`src/rtl/pipelined_adder.sv`:
```
// pipelined_adder: WIDTH-bit adder split into STAGES slices of WIDTH/STAGES bits.
// Each stage adds one slice and registers its carry for the next stage.
// Throughput is one add per clock and latency is STAGES cycles. A stall at the
// output freezes every stage.
// Optional build macro PIPELINED_ADDER_OVF_EN adds the registered signed-overflow
// output ovf.
// Legal parameters: WIDTH % STAGES == 0 and STAGES >= 1.
module pipelined_adder #(
   parameter int WIDTH  = 32,
   parameter int STAGES = 4
) (
   input  logic             clk,
   input  logic             rst_n,
   input  logic             in_valid,
   output logic             in_ready,
   input  logic [WIDTH-1:0] a,
   input  logic [WIDTH-1:0] b,
   input  logic             cin,
   output logic             out_valid,
   input  logic             out_ready,
   output logic [WIDTH-1:0] sum,
   output logic             cout
`ifdef PIPELINED_ADDER_OVF_EN
   ,
   output logic             ovf
`endif
);

   localparam int SLICE = WIDTH / STAGES;

   // A single advance enable moves the whole pipe. It depends only on the
   // output handshake, so in_ready never looks at in_valid.
   logic adv_s;
   assign adv_s    = !g_stg[STAGES-1].vld_q | out_ready;
   assign in_ready = adv_s;

   genvar k;
   for (k = 0; k < STAGES; k++) begin : g_stg
      // Operand bits still unprocessed when they enter this stage.
      localparam int IN_W  = WIDTH - k * SLICE;
      // Low sum bits that are complete once this stage has run.
      localparam int RES_W = (k + 1) * SLICE;

      logic [IN_W-1:0]  src_a_s;
      logic [IN_W-1:0]  src_b_s;
      logic             src_c_s;
      logic             src_v_s;
      logic [SLICE:0]   slice_s;
      logic [RES_W-1:0] res_d;
      logic [RES_W-1:0] res_q;
      logic             cy_q;
      logic             vld_q;

      if (k == 0) begin : g_head
         assign src_a_s = a;
         assign src_b_s = b;
         assign src_c_s = cin;
         assign src_v_s = in_valid;
         assign res_d   = slice_s[SLICE-1:0];
      end else begin : g_body
         assign src_a_s = g_stg[k-1].g_fwd.opa_q;
         assign src_b_s = g_stg[k-1].g_fwd.opb_q;
         assign src_c_s = g_stg[k-1].cy_q;
         assign src_v_s = g_stg[k-1].vld_q;
         assign res_d   = {slice_s[SLICE-1:0], g_stg[k-1].res_q};
      end

      // The lowest remaining slice is always the one this stage adds.
      assign slice_s = {1'b0, src_a_s[SLICE-1:0]}
                     + {1'b0, src_b_s[SLICE-1:0]}
                     + {{SLICE{1'b0}}, src_c_s};

      // Stage valid, carry and partial sum. Data loads only with a valid beat.
      always_ff @(posedge clk or negedge rst_n) begin
         if (!rst_n) begin
            vld_q <= 1'b0;
            cy_q  <= 1'b0;
            res_q <= {RES_W{1'b0}};
         end else if (adv_s) begin
            vld_q <= src_v_s;
            if (src_v_s) begin
               cy_q  <= slice_s[SLICE];
               res_q <= res_d;
            end
         end
      end

      if (k < STAGES - 1) begin : g_fwd
         logic [IN_W-SLICE-1:0] opa_q;
         logic [IN_W-SLICE-1:0] opb_q;

         // Forward only the operand slices that later stages still need.
         always_ff @(posedge clk or negedge rst_n) begin
            if (!rst_n) begin
               opa_q <= {(IN_W-SLICE){1'b0}};
               opb_q <= {(IN_W-SLICE){1'b0}};
            end else if (adv_s && src_v_s) begin
               opa_q <= src_a_s[IN_W-1:SLICE];
               opb_q <= src_b_s[IN_W-1:SLICE];
            end
         end
      end
   end

   assign out_valid = g_stg[STAGES-1].vld_q;
   assign sum       = g_stg[STAGES-1].res_q;
   assign cout      = g_stg[STAGES-1].cy_q;

`ifdef PIPELINED_ADDER_OVF_EN
   // The carry into the MSB equals a^b^sum at the MSB. Signed overflow is that
   // carry XOR the carry out of the MSB.
   logic ovf_d;
   logic ovf_q;
   assign ovf_d = g_stg[STAGES-1].src_a_s[SLICE-1] ^ g_stg[STAGES-1].src_b_s[SLICE-1]
                ^ g_stg[STAGES-1].slice_s[SLICE-1] ^ g_stg[STAGES-1].slice_s[SLICE];

   // Overflow flag is registered with the final sum and holds through stalls.
   always_ff @(posedge clk or negedge rst_n) begin
      if (!rst_n) begin
         ovf_q <= 1'b0;
      end else if (adv_s && g_stg[STAGES-1].src_v_s) begin
         ovf_q <= ovf_d;
      end
   end
   assign ovf = ovf_q;
`endif

endmodule

```
`config.mk`:
```
export PLATFORM = sky130hd
export DESIGN_NAME = pipelined_adder
export DESIGN_NICKNAME = d
export VERILOG_FILES = /design/src/rtl/pipelined_adder.sv
export SDC_FILE = /design/constraint.sdc
export NUM_CORES = 1
export LEC_CHECK = 0
export ABC_AREA = 0
export CORE_ASPECT_RATIO = 0.9
export CORE_MARGIN = 3
export CORE_UTILIZATION = 50
export DETAILED_ROUTE_END_ITERATION = 16
export PLACE_DENSITY = 0.76
export REMOVE_ABC_BUFFERS = 1
export SYNTH_ARGS = -nofsm -noshare
export SYNTH_HDL_FRONTEND = slang
export SYNTH_SLANG_ARGS = --single-unit
```
`constraint.sdc`:
```
create_clock -name clk -period 2.5 [get_ports clk]
set_clock_uncertainty 0.15 [all_clocks]
set_input_delay 0.5 -clock clk [delete_from_list [all_inputs] [get_ports clk]]
set_output_delay 0.5 -clock clk [all_outputs]
set_load 0.02 [all_outputs]
```
### Word-level counts from Yosys, hierarchy flattened

Cells that the tools add are included.
Widths: inputs -> output; s select.

* flip-flop bits (word level): 184
* bits of input ports: 69

* $add $sub $neg: 8
* reductions and logical operators: 8
* bitwise operators: 1

Operators by type and width (number)
* $add 8x8->9: 4
* $add 9x1->9: 4
* $reduce_and 2->1: 4
* $logic_and 1x1->1: 3
* $logic_not 1->1: 1
* $or 1x1->1: 1

### Logic depth before layout (Yosys ltp)

* word-level depth: 3
* gate-level depth with buffers: 8
* gate-level depth less buffers: 6

### Worst setup path after synthesis

OpenSTA, ideal clock, no wires.

* kind: input to register
* from: input port a[0]
* to: register g_stg[0].cy_q
* cell stages on the path: 6
* setup time: 0.124 ns
* path slack: 0.021 ns
* data arrival time: 2.205 ns
* path through: fa_1 fa_1 a21oi_1 o21ai_0 o31a_1 o31a_1

* word-level cells in the longest chain between the ends: 2

Ends and longest elaborated chain
* from (decl): RTL line 16 `input logic [WIDTH-1:0] a,`
* $add 8x8->9: RTL line 70 `+ {1'b0, src_b_s[SLICE-1:0]}`
* $add 9x1->9: RTL line 71 `+ {{SLICE{1'b0}}, src_c_s};`
* to (signal assigned): RTL line 82 `cy_q <= slice_s[SLICE];`
* to (decl): RTL line 51 `logic cy_q;`

Every way passes these cells.
A chain may end at the register's enable or synchronous reset.

### Final worst setup path

* from: register g_stg[0].cy_q
* to: register g_stg[1].cy_q

* word-level cells in the longest chain between the ends: 1

Ends and longest elaborated chain (RTL line)
* $add 9x1->9: 71
* to (signal assigned): 82
* to (decl): 51

Every way passes these cells.

==> impl_metrics.json <==
{
  "status": "finished, final reports clean",
  "gp_congestion": 0.882,
  "startpoint_type": "flop",
  "p_leak_nw": 4.42,
  "coreArea_sq_mm": 0.0158,
  "setup_tns_ns": 0,
  "dp_hpwl_um": 12000,
  "cts-root-buf": "clkbuf_16",
  "worstSetupEndpointType": "flop",
  "ys_seq_area_share_pct": 56.1,
  "path_buf_inv": 0,
  "path_class": "reg2reg",
  "synth-seq-cells": 184,
  "peakVddDrop_mv": 0.860,
  "cp_top_family": "compound AO/OA/AOI/OAI gates",
  "slew_headroom_pct": 65.3,
  "syn_area_sq_mm": 0.00821,
  "layout-drive-gt1-share_pct": 33.2,
  "overflow": 0,
  "drtAntennaViolNets": 0,
  "slew_violations": 0,
  "num_vias": 5266,
  "die_h_um": 128,
  "dr.pass1.iters": 5,
  "top_layer": "met4",
  "reg2reg_from": "g_stg[0].cy_q",
  "drv_cap": 0,
  "grt_usage_pct": 20.5,
  "die_width_um": 141,
  "grt_max_degree": 56,
  "met3_length_um": 767,
  "ys_warn_count": 0,
  "crit_required_ns": 2.67,
  "min_from": "g_stg[1].res_q[10]",
  "hold_viol": 0,
  "io_buffers": 103,
  "cts_tree": "done",
  "grt_pass1_vias": 5698,
  "clock_latency_ns": 0.43,
  "setup_violations": 0,
  "totalWireLength_um": 17400,
  "whs_path_depth": 2,
  "powerDensity_mw_per_mm2": 1350,
  "fillCellCount": 1125,
  "crit_fanout": 2,
  "rrSetupSlack_ns": 0.08,
  "hold_slack_ns": 0.333,
  "die-area_sq_mm": 0.0180,
  "hold_class": "reg2reg",
  "clockBufferDepth": 2,
  "holdPathEnd": "g_stg[1].res_q[10]",
  "remaining_drc_errors": 0,
  "io_pins": 104,
  "fin_crit_sh_pct": 96.8,
  "tightest_slew_ns": 0.521,
  "syn_area_per_cell_sq_um": 13.9,
  "cts.sinks": 184,
  "antenna_found_initial": 0,
  "timing.rr.end": "g_stg[1].cy_q",
  "min_period_ns": 2.42,
  "cts_made_buffers": 17,
  "drt-met1-wl_um": 7930,
  "initial_core_util_pct": 52.1,
  "fin_nets": 829,
  "crit_chain": "fa_2 > fa_1 > a21oi_2 > o21ai_1 > o31a_1 > o31a_1",
  "drt-wirelength-per-cell_um": 18.5,
  "netlist_instances": 589,
  "fmax_ghz": 0.413,
  "syn2layout_area_growth_pct": 27.0,
  "crit_path_max_incr_delay_ns": 0.45,
  "cpMostUsedCell": "o31a_1",
  "rr_worst_depth": 6,
  "met2_length_um": 8420,
  "row_count": 43,
  "viasPerCell": 5.61,
  "diodes": 0,
  "htreeDepth": 4,
  "cp_slowest_cell": "dfrtp_2",
  "cp.arrival_ns": 2.59,
  "drt_iter0_markers": 220,
  "rsz0062_at_grt": "false",
  "path_clk_slew_ns": 0.07,
  "cts_setup_buffers": 0,
  "grt_pass1_wl_um": 28900,
  "synth_cell_types": 41
}
## synthesized netlist by cell type
cell type	count	area, sq um
inv_2	3	11.3
inv_1	12	45.0
a221oi_1	3	26.3
nand2_2	3	18.8
nand2_4	1	11.3
buf_2	13	65.1
mux2_2	152	1710
nor2b_1	4	25.0
nand2_1	27	101
nand4_1	3	18.8
buf_6	3	33.8
nor4b_1	6	52.6
a21oi_1	7	35.0
clkinv_8	1	16.3
a21o_1	4	30.0
nor3_1	4	20.0
nor2_4	2	22.5
nor2b_4	1	13.8
and3_1	1	6.26
a2111o_1	3	33.8
buf_4	5	37.5
or4b_1	3	30.0
or3_1	4	25.0
o211ai_1	12	90.1
or2_2	1	6.26
ha_1	28	350
o31a_1	11	96.3
o22a_1	3	26.3
fa_1	8	160
nor2_1	7	26.3
nand3b_1	3	22.5
xnor2_1	5	43.8
nor2_2	1	6.26
nand3_1	3	15.0
o21ai_0	26	130
xor2_1	1	8.76
dfrtp_1	184	4600
o31ai_1	12	90.1
a2bb2oi_1	1	8.76
a211oi_1	11	82.6
o21a_1	7	52.6
## sequential cells by signal, indices dropped and copies added, names as in the netlist
| signal | count |
|---|---|
| cout | 1 |
| g_stg.cy_q | 3 |
| g_stg.g_fwd.opa_q | 48 |
| g_stg.g_fwd.opb_q | 48 |
| g_stg.res_q | 48 |
| g_stg.vld_q | 3 |
| out_valid | 1 |
| sum | 32 |
## per-stage QoR
stage	std cells	total power, W	instance area [sq um]	worst slack, ns	utilization [%]
after floorplan	568	0.00888	8080	0.0214	-
after detailed placement	906	0.0112	9750	-0.499	61.8
after global placement	906	0.0108	9750	-0.415	61.8
after CTS	939	0.0141	10400	0.0184	66.0
after global routing	939	0.0150	10400	0.0102	66.1
final	939	0.0141	10400	0.0789	66.1
## kinds of logic after synthesis
group / share of synthesized area (%)
DFF: 56.1
muxes: 20.8
AOI/OAI and AO/OA: 8.55
and+or+nand+nor: 5.13
buffers and inverters: 2.54
adders and majority gates: 6.22
xor gates and xnor gates: 0.640
## worst min-delay path, cell delays in order, from the launching register on
cell     delay [ns]
dfrtp_1        0.34
nand2_1        0.05
o21ai_0        0.06
## worst max-delay path by stage
stage | startpoint | endpoint | slack, ns | depth (start not counted)
after detailed placement | a[0] | g_stg[0].cy_q | -0.50 | 7
after global placement | a[0] | g_stg[0].cy_q | -0.42 | 7
after floorplan | a[0] | g_stg[0].cy_q | 0.02 | 6
after CTS | a[0] | g_stg[0].cy_q | 0.02 | 7
after global routing | g_stg[0].cy_q | g_stg[1].cy_q | 0.01 | 6
final | g_stg[0].cy_q | g_stg[1].cy_q | 0.08 | 6
## area by class of cell
cell class / count / area [sq um] / area share [%]
Multi-Input combinational cell: 368 / 3440 / 33.0
Sequential cell: 184 / 4610 / 44.2
Clock inverter: 12 / 164 / 1.57
Clock buffer: 20 / 467 / 4.48
Tap cell: 202 / 253 / 2.42
Timing Repair Buffer: 137 / 1430 / 13.7
Inverter: 16 / 72.6 / 0.696
## metal layers
metal,GRT usage (%),vias to the layer above
li1,-,2436
met1,27.2,2664
met2,33.2,146
met3,4.57,20
met4,7.41,0
met5,0,-
## placed cells by master (no fill, tap or decap), types with 4 or more instances in the layout
cell type and n:
dfrtp_1 182, mux2_2 152, clkdlybuf4s50_1 101, ha_1 28
nand2_1 27, o21ai_0 22, buf_4 22, clkbuf_16 17
inv_1 12, o211ai_1 12, o31ai_1 12, o31a_1 11
buf_12 11, a211oi_1 9, o21a_1 7, nor2_1 7
nor4b_1 6, fa_2 6, xnor2_1 5, a21oi_2 4
o21ai_1 4, nor2b_1 4, nor3_1 4, a21o_1 4
or3_1 4
## power by group
part	leakage, nW	switching (W)	internal (W)	total, W
Combinational	1.94	0.00283	0.00329	0.00612
Sequential	2.18	0.000793	0.00433	0.00512
Clock	0.301	0.00117	0.00167	0.00284
## repair_timing
action                                  CTS  global route
endpoints found under the hold margin    49             0
pin swaps                                 0             1
hold buffers                              1             0
endpoints found under the setup margin    6             8
gates resized for setup                   9            10
(Power assumes the default switching activity.)
